--- src/rtl/ss_pkg.sv ---
// Shared definitions for the seven-segment scan path: segment bit positions and hex glyph table.
// Latency: none (constants and types only).
// Backpressure: not applicable.
package ss_pkg;

   // Segment bit positions within a seg_t (active-high inside the design)
   localparam int SEG_A  = 0;
   localparam int SEG_B  = 1;
   localparam int SEG_C  = 2;
   localparam int SEG_D  = 3;
   localparam int SEG_E  = 4;
   localparam int SEG_F  = 5;
   localparam int SEG_G  = 6;
   localparam int SEG_DP = 7;

   typedef logic [7:0] seg_t;

   // Hex glyphs 0-F, bit0=A .. bit6=G, 1 = segment lit
   localparam logic [6:0] GLYPH [16] = '{
      7'h3F, 7'h06, 7'h5B, 7'h4F,   // 0 1 2 3
      7'h66, 7'h6D, 7'h7D, 7'h07,   // 4 5 6 7
      7'h7F, 7'h6F, 7'h77, 7'h7C,   // 8 9 A b
      7'h39, 7'h5E, 7'h79, 7'h71    // C d E F
   };

endpackage

--- src/rtl/hex_seg_decode.sv ---
// Hex nibble to active-high A-G segment pattern, table-driven from ss_pkg.
// Latency: purely combinational.
// Backpressure: none.
module hex_seg_decode
   import ss_pkg::*;
(
   input  logic [3:0] i_nibble,
   output logic [6:0] o_seg
);

   assign o_seg = GLYPH[i_nibble];

endmodule

--- src/rtl/ss_scan_mux.sv ---
// Time-multiplexed scan controller for an N-digit seven-segment display with leading-zero blanking.
// Latency: seg/an registered one cycle after the refresh counter and digit index; load visible next cycle.
// Backpressure: none; load is a capture strobe, the scan free-runs.
module ss_scan_mux
   import ss_pkg::*;
#(
   parameter  int NUM_DIGITS     = 4,
   parameter  int REFRESH_DIV    = 100000,
   parameter  int BLANK_CYCLES   = 16,
   parameter  int SEG_ACTIVE_LOW = 1,
   parameter  int AN_ACTIVE_LOW  = 1,
   localparam int IDX_W          = (NUM_DIGITS > 1) ? $clog2(NUM_DIGITS) : 1
)(
   input  logic                    clk,
   input  logic                    rst,
   input  logic                    load,
   input  logic [4*NUM_DIGITS-1:0] value,
   input  logic [NUM_DIGITS-1:0]   dp_in,
   input  logic                    blank_lz,
   output logic [7:0]              seg,
   output logic [NUM_DIGITS-1:0]   an,
   output logic [IDX_W-1:0]        digit_idx,
   output logic                    slot_start
);

   localparam int CNT_W = $clog2(REFRESH_DIV);
   localparam logic [CNT_W-1:0] CNT_LAST  = CNT_W'(REFRESH_DIV - 1);
   localparam logic [CNT_W-1:0] CNT_BLANK = CNT_W'(BLANK_CYCLES);
   localparam logic [IDX_W-1:0] IDX_LAST  = IDX_W'(NUM_DIGITS - 1);
   localparam seg_t SEG_INV = (SEG_ACTIVE_LOW != 0) ? 8'hFF : 8'h00;
   localparam logic [NUM_DIGITS-1:0] AN_INV = (AN_ACTIVE_LOW != 0) ? {NUM_DIGITS{1'b1}} : '0;

   // Shadow copies of the displayed data
   logic [4*NUM_DIGITS-1:0] r_value;
   logic [NUM_DIGITS-1:0]   r_dp;
   logic                    r_blz;

   // Scan state
   logic [CNT_W-1:0]        r_cnt;
   logic [IDX_W-1:0]        r_idx;
   logic                    r_slot_start;

   // Registered outputs, active-high internally
   seg_t                    r_seg;
   logic [NUM_DIGITS-1:0]   r_an;

   logic                    w_wrap;
   logic [IDX_W-1:0]        w_idx_next;
   logic [3:0]              w_nibble;
   logic [6:0]              w_glyph;
   logic [NUM_DIGITS-1:0]   w_zero_above;
   logic                    w_blank_digit;
   logic                    w_in_blank;
   logic [NUM_DIGITS-1:0]   w_an_onehot;
   seg_t                    w_seg_next;

   assign w_wrap      = (r_cnt == CNT_LAST);
   assign w_idx_next  = (r_idx == IDX_LAST) ? '0 : r_idx + 1'b1;
   assign w_nibble    = r_value[4*int'(r_idx) +: 4];
   assign w_in_blank  = (r_cnt < CNT_BLANK);
   assign w_an_onehot = NUM_DIGITS'(1) << r_idx;

   // w_zero_above[i] is set when every nibble from the top digit down to i is zero
   always_comb begin
      logic v_run;
      v_run        = 1'b1;
      w_zero_above = '0;
      for (int i = NUM_DIGITS - 1; i >= 0; i--) begin
         v_run           = v_run & (r_value[4*i +: 4] == 4'h0);
         w_zero_above[i] = v_run;
      end
   end

   // Digit 0 is never blanked so a zero value still shows a single 0
   assign w_blank_digit = r_blz && (r_idx != '0) && w_zero_above[r_idx];

   hex_seg_decode u_decode (
      .i_nibble (w_nibble),
      .o_seg    (w_glyph)
   );

   // Segment pattern for the digit currently scanned; dp survives blanking
   always_comb begin
      w_seg_next               = '0;
      w_seg_next[SEG_G:SEG_A]  = w_blank_digit ? 7'h00 : w_glyph;
      w_seg_next[SEG_DP]       = r_dp[r_idx];
   end

   // Capture shadow data on the load strobe
   always_ff @(posedge clk or posedge rst) begin
      if (rst) begin
         r_value <= '0;
         r_dp    <= '0;
         r_blz   <= 1'b0;
      end else if (load) begin
         r_value <= value;
         r_dp    <= dp_in;
         r_blz   <= blank_lz;
      end
   end

   // Refresh counter and digit index, with a slot-start pulse on each advance
   always_ff @(posedge clk or posedge rst) begin
      if (rst) begin
         r_cnt        <= '0;
         r_idx        <= '0;
         r_slot_start <= 1'b0;
      end else begin
         r_slot_start <= w_wrap;
         if (w_wrap) begin
            r_cnt <= '0;
            r_idx <= w_idx_next;
         end else begin
            r_cnt <= r_cnt + 1'b1;
         end
      end
   end

   // Output stage: everything dark during the anti-ghosting window at slot start
   always_ff @(posedge clk or posedge rst) begin
      if (rst) begin
         r_an  <= '0;
         r_seg <= '0;
      end else if (w_in_blank) begin
         r_an  <= '0;
         r_seg <= '0;
      end else begin
         r_an  <= w_an_onehot;
         r_seg <= w_seg_next;
      end
   end

   // Pin polarity applied last on registered values only
   assign seg        = r_seg ^ SEG_INV;
   assign an         = r_an ^ AN_INV;
   assign digit_idx  = r_idx;
   assign slot_start = r_slot_start;

endmodule
--- config.mk ---
export PLATFORM = sky130hd
export DESIGN_NAME = ss_scan_mux
export DESIGN_NICKNAME = d
export VERILOG_FILES = /design/src/rtl/ss_pkg.sv /design/src/rtl/hex_seg_decode.sv /design/src/rtl/ss_scan_mux.sv
export SDC_FILE = /design/constraint.sdc
export NUM_CORES = 1
export LEC_CHECK = 0
export CORE_MARGIN = 10
export CORE_UTILIZATION = 51
export CTS_BUF_LIST = sky130_fd_sc_hd__clkbuf_8
export DETAILED_ROUTE_END_ITERATION = 16
export GPL_TIMING_DRIVEN = 0
export PLACE_DENSITY = 0.79
export SLEW_MARGIN = 40
export SYNTH_ARGS = -nofsm -noshare
export SYNTH_HDL_FRONTEND = slang
export SYNTH_HIERARCHICAL = 1
export SYNTH_SLANG_ARGS = --single-unit
--- constraint.sdc ---
create_clock -name clk -period 2.3 [get_ports clk]
set_input_delay 0.46 -clock clk [delete_from_list [all_inputs] [get_ports clk]]
set_output_delay 0.46 -clock clk [all_outputs]
set_load 0.02 [all_outputs]
### Word level (Yosys, flattened, before mapping)

Memories as Yosys holds them, arrays and structs flattened.
Cells that the tools add are included.

| cells by class | value |
|---|---|
| magnitude comparators | 3 |
| reduce and logical (&&, ||, !) cells | 7 |
| bitwise gates (word level) | 6 |
| shift-type cells | 2 |
| muxes and demuxes | 11 |
| eq/ne operators | 2 |
| add/subtract/negate cells | 2 |

Operator list:

| cell | count |
|---|---|
| $mux W7 | 3 |
| $add A17 B1 Y17 const B | 1 |
| $eq A17 B17 Y1 const B | 1 |
| $lt A17 B5 Y1 const B | 1 |
| $mux W17 | 1 |
| $logic_not A4 Y1 | 4 |
| $shiftx A16 B5 Y4 | 1 |
| $mux W8 | 1 |
| $not A8 Y8 | 1 |
| $ge A5 B5 Y1 const B | 1 |
| $not A4 Y5 | 1 |
| $bmux W1 S2 | 2 |
| $mux W4 | 1 |
| $not A4 Y4 | 1 |
| $shl A1 B2 Y4 const A | 1 |
| $and A1 B1 Y1 | 3 |
| $lt A2 B3 Y1 const B | 1 |
| $add A2 B1 Y2 const B | 1 |
| $eq A2 B2 Y1 const B | 1 |
| $logic_and A1 B1 Y1 | 2 |
| $mux W1 | 2 |
| $mux W2 | 1 |
| $reduce_bool A2 Y1 | 1 |

| storage, ports and cells | value |
|---|---|
| memories kept | 1 |
| flip-flop bits (word level) | 53 |
| ROM bits | 112 |
| input bits | 24 |
| word-level logic and storage cells | 42 |

Memories:

| name | depth | bits a word | read ports | clocked after Yosys merged registers in | write ports | line | RTL |
|---|---|---|---|---|---|---|---|
| (name not given) | 16 | 7 | 1 | 0 | 0 | hex_seg_decode.sv:11 | `assign o_seg = GLYPH[i_nibble];` |

### Longest topological paths before layout

| depth | value |
|---|---|
| word-level depth | 9 |
| mapped depth | 8 |
| gate-level depth less buffers | 7 |

### Modules after synthesis

Netlist, hierarchy kept.

Modules (own cells, without submodules):

| module | times used | cells an instance | area each (um2) |
|---|---|---|---|
| ss_scan_mux | 1 | 197 | 2383.5 |
| hex_seg_decode | 1 | 33 | 282.8 |

### Least setup slack after synthesis

Ideal clock, no wire load.

| timing path | value |
|---|---|
| path kind | reg-to-reg |
| from | register r_idx[0], in the netlist digit_idx[0] |
| to | register r_seg[3] |
| data required time | 2.165 ns |
| data arrival time | 2.204 ns |
| stages on the path, launching flop included | 9 |
| setup time | 0.135 ns |
| period minus slack after synthesis | 2.340 ns |
| setup slack | -0.040 ns |
| cells stage by stage | dfrtp_1 > buf_2 > mux4_2 > inv_1 > ha_1 > inv_1 > mux4_2 > nand2_1 > nor2_1 |

| between the ends | value |
|---|---|
| cells in the longest elaborated chain, start to end | 7 |

Ends and longest elaborated chain:

| what | line | RTL |
|---|---|---|
| start, declared | ss_scan_mux.sv:40 | `logic [IDX_W-1:0] r_idx;` |
| start signal, assigned | ss_scan_mux.sv:112 | `r_idx <= w_idx_next;` |
| $shiftx A16 B5 Y4 | ss_scan_mux.sv:59 | `assign w_nibble = r_value[4*int'(r_idx) +: 4];` |
| net w_nibble[1] | ss_scan_mux.sv:49 | `logic [3:0] w_nibble;` |
| $not A4 Y5 (implied by the code) | hex_seg_decode.sv:11 |  |
| $mem_v2 Z16 W7 | - |  |
| $mux W7 (implied by the code) (2 in series) | hex_seg_decode.sv:11 |  |
| net w_glyph[3] | ss_scan_mux.sv:50 | `logic [6:0] w_glyph;` |
| $mux W7 | ss_scan_mux.sv:85 | `w_seg_next[SEG_G:SEG_A] = w_blank_digit ? 7'h00 : w_glyph;` |
| $mux W8 | ss_scan_mux.sv:124 | `end else if (w_in_blank) begin` |
| end signal, assigned | ss_scan_mux.sv:129 | `r_seg <= w_seg_next;` |
| end, declared | ss_scan_mux.sv:44 | `seg_t r_seg;` |

The timed path passes the listed nets, and every way through them passes these cells. The select of a mux whose other input is x is not followed.
A chain may end at the register's enable or synchronous reset.

### Worst setup path in the final report

Same ends and word-level chain as after synthesis.

==> summary.txt <==
Timing
  • Pins Over Slew Limit: 0
  • Final period utilization: between 90% and 100%
  • Crit path time final: 2.215 ns
  • Clock skew: 0.008066 ns
  • Worst Max-Slew Pin Slew: around 0.52 ns
  • Hold WS: around 0.43 ns
  • Maximum clock frequency: ~450 MHz
  • Slew HR: between 60% and 70%
  • Setup TNS: 0 ns
  • RSZ-0062 raised after global routing: true
  • Hold violation total from the final report: 0
  • Final setup vio count: 0

Final layout
  • Filler cells: between 400 and 500
  • NumNets Final: roughly 310
  • Layout area overhead: 22.76%
  • Design Area, Final: 3273 sq um
  • # diodes: 0
  • Share of layout cells above drive strength 1: roughly a fifth
  • Seq. cell area: 1328 sq um
  • Area of the multi-input gates: around 1200 sq um

Drt
  • Vias per std cell: 5.197
  • Drt total wl: around 4.8 mm
  • # DRC: 0
  • Drt first pass iters: 4
  • ANT nets after route: 0
  • Initial detailed-routing violation count: between 50 and 60
  • Via count: 1,793
  • WL per Instance: ~14 um

Setup path
  • Reg2Reg Depth: 7
  • Crit end category: register
  • CP Launch Type: register
  • Start of the worst register-to-register path: digit_idx[0]
  • Peak fanout along the critical path: 7
  • CP arrival: between 2 and 2.5 ns
  • R2r setup slk: 0.09 ns
  • Reg-to-Reg End: r_seg[3]
  • Kind of critical path: register to register
  • CP Data Required Time: between 2 and 2.5 ns

Clocking
  • CTS root buf: clkbuf_8
  • TritonCTS sink count: 53
  • Max Root-Sink Buffers: 2
  • Postcts setup bufs: 0
  • Worst-Skew Late Latency: about 0.30 ns
  • CTS tree: done
  • Cts bufs inserted: 5
  • Register clock-pin slew on the reported worst setup and hold paths: around 0.090 ns
  • Hold_buf cts: 0
  • # H-tree levels: 2

Place
  • IO Port Bufs: 38
  • Placed inst area: approximately 3200 sq um
  • RD Place Congestion: around 0.8
  • DP HPWL: 3.703 mm

Job
  • Max Cap Violations: 0

Floorplanning
  • I/O pins: 39
  • Die W: between 90 and 100 um
  • Core area: approximately 5000 sq um
  • Die area: between 8000 and 9000 sq um
  • Initial Utilization: a little over half
  • Die height: around 92 um
  • Row count: 26

Run status
  • Status: complete, no violations

Logic synthesis
  • Post-synth cell types: 42
  • Share of flip-flops with an asynchronous set or reset: 100.0%
  • Syn_nets: approximately 270
  • Sequential-to-total area share from yosys stat: about half
  • Ys Warns: 6
  • Mapped cell area: approximately 2700 sq um
  • Avg Synthesized Cell Area: around 12 sq um
  • Ys flop type: dfrtp_1
  • Synthesis-stage register bit count: 53
  • Post-synthesis cell count: 230
  • EDFF count, synth: 0

GRT
  • Largest net degree at the start of global routing: 40
  • Gr usage total: 11.88%
  • First-pass GRT wire length: approximately 8.5 mm
  • GRT Residual Overflow: 0
  • Initial antenna violation count: 0
  • Vias in the first global route: ~1,800

Pwr
  • Peak VDD IR: between 0.0003 and 0.0004 V
  • Pwr/cell area: about 570 nW/um^2
  • Pwr Total: about 1.9 mW
  • Leakage power: ~1.4 nW

Min path
  • Worst Hold Class: input pin to async pin
-- routing by layer --
layer  share of wire [%]  vias to the layer above  global-route usage [%]  wire, um
met4                0.97                        0                   3.085        47
met2                  44                       44                   17.35      2121
met5                   0                        -                       0         0
met1                  49                      871                   16.27      2371
li1                    -                      872                       -         -
met3                 5.9                        6                   4.358       283
-- area by class of cell --
type	instances	area share (%)
buffer	6	1.376
clock buffer	6	2.523
clock inverter	1	0.1147
inverter	23	2.791
multi-input combinational	147	37.73
sequential	53	40.56
tap	70	2.676
timing repair buffer	39	12.23
-- synthesized netlist by cell type (2+ instances only) --
master	number	area, sq um
dfrtp_1	53	1326
o21ai_0	2	10.01
and2_1	6	37.54
xnor2_1	8	70.07
nand3_1	3	15.01
nor4b_1	2	17.52
nor3_1	6	30.03
inv_1	22	82.58
a21oi_1	2	10.01
mux2_2	25	281.5
mux2i_1	2	20.02
nand4_1	4	25.02
nand2b_1	3	18.77
a22oi_1	2	15.01
nor2b_1	2	12.51
xor2_1	5	43.79
ha_1	12	150.1
o31ai_1	2	15.01
nor2_1	19	71.32
mux4_2	6	135.1
or4_1	2	15.01
clkbuf_1	4	15.01
nand2_1	15	56.30
nor4_1	5	31.28
-- worst max path at each step --
stage / to / from / slack [ns]
after CTS: r_seg[3] / digit_idx[0] / 0.004
after floorplan: r_seg[3] / digit_idx[0] / 0.01
after global routing: r_seg[3] / digit_idx[0] / -0.03
after detailed placement: r_seg[3] / digit_idx[1] / -0.09
after global placement: r_value[8] / rst / -0.38
final: r_seg[3] / digit_idx[0] / 0.09
-- cells by family (layout without fill, tap and decap cells) --
kind of cell / after synthesis / in the layout / synth area share [%]
AND/OR/NAND/NOR: 75 / 75 / 15.44
flip-flops: 53 / 53 / 49.74
multiplexers: 33 / 33 / 16.38
buffers and inverters: 30 / 75 / 4.786
AO/OA/AOI/OAI: 14 / 14 / 3.754
XOR/XNOR: 13 / 13 / 4.270
adder cells (fa/ha/maj): 12 / 12 / 5.631
-- placed cells by master, fill, tap and decap left out, types with 2 or more instances in the layout --
| cell | synthesis | layout |
|---|---|---|
| nor2b_1 | 2 | 2 |
| mux2i_1 | 2 | 2 |
| clkbuf_1 | 4 | 3 |
| ha_1 | 12 | 11 |
| xor2_1 | 5 | 5 |
| clkdlybuf4s50_1 | 0 | 38 |
| nor4b_1 | 2 | 2 |
| nor4_1 | 5 | 5 |
| nand2_1 | 15 | 14 |
| or4_1 | 2 | 2 |
| clkbuf_8 | 0 | 6 |
| and2_1 | 6 | 6 |
| nand4_1 | 4 | 4 |
| nor2_1 | 19 | 19 |
| inv_1 | 22 | 20 |
| a21oi_1 | 2 | 2 |
| dfrtp_1 | 53 | 52 |
| mux2_2 | 25 | 25 |
| xnor2_1 | 8 | 8 |
| mux4_2 | 6 | 6 |
| inv_4 | 1 | 2 |
| nor3_1 | 6 | 6 |
| a22oi_1 | 2 | 2 |
| nand3_1 | 3 | 3 |
| o21ai_0 | 2 | 2 |
| nand2b_1 | 3 | 3 |
| o31ai_1 | 2 | 2 |
| inv_2 | 0 | 2 |
-- state kept, by name (all words and copies together), names as in the netlist --
| signal | cells |
|---|---|
| digit_idx | 2 |
| r_seg | 8 |
| r_blz | 1 |
| r_an | 4 |
| slot_start | 1 |
| r_value | 16 |
| r_dp | 4 |
| r_cnt | 17 |
-- power by group --
part           internal (mW)  leakage [nW]  switching [mW]  total (mW)
Clock                  0.235        0.0485           0.274       0.508
Sequential             0.990         0.645          0.0322        1.02
Combinational          0.176         0.744           0.146       0.322
Total                   1.40          1.44           0.452        1.85
-- worst max-delay path, stage by stage (launching register included) --
cell     delay, ns
dfrtp_2       0.42
buf_8         0.15
mux4_2        0.59
inv_2         0.13
ha_1          0.24
mux4_2        0.47
nand2_2       0.06
nor2_1        0.04
-- through the flow --
stage	setup WS [ns]	std cells	util (%)
4_1_cts	0.003957	345	64.00
6_report	0.08540	345	64.50
3_3_place_gp	-0.3773	338	61.81
3_5_place_dp	-0.08954	339	62.25
2_1_floorplan	0.009881	230	-
5_1_grt	-0.03243	345	64.50
-- what timing repair did --
item / 4_1_cts / 5_1_grt
pin swaps: 0 / 0
setup endpoints to repair: 7 / 7
gates resized for setup: 3 / 6
cloned: 0 / 0
(Power assumes the default switching activity.)
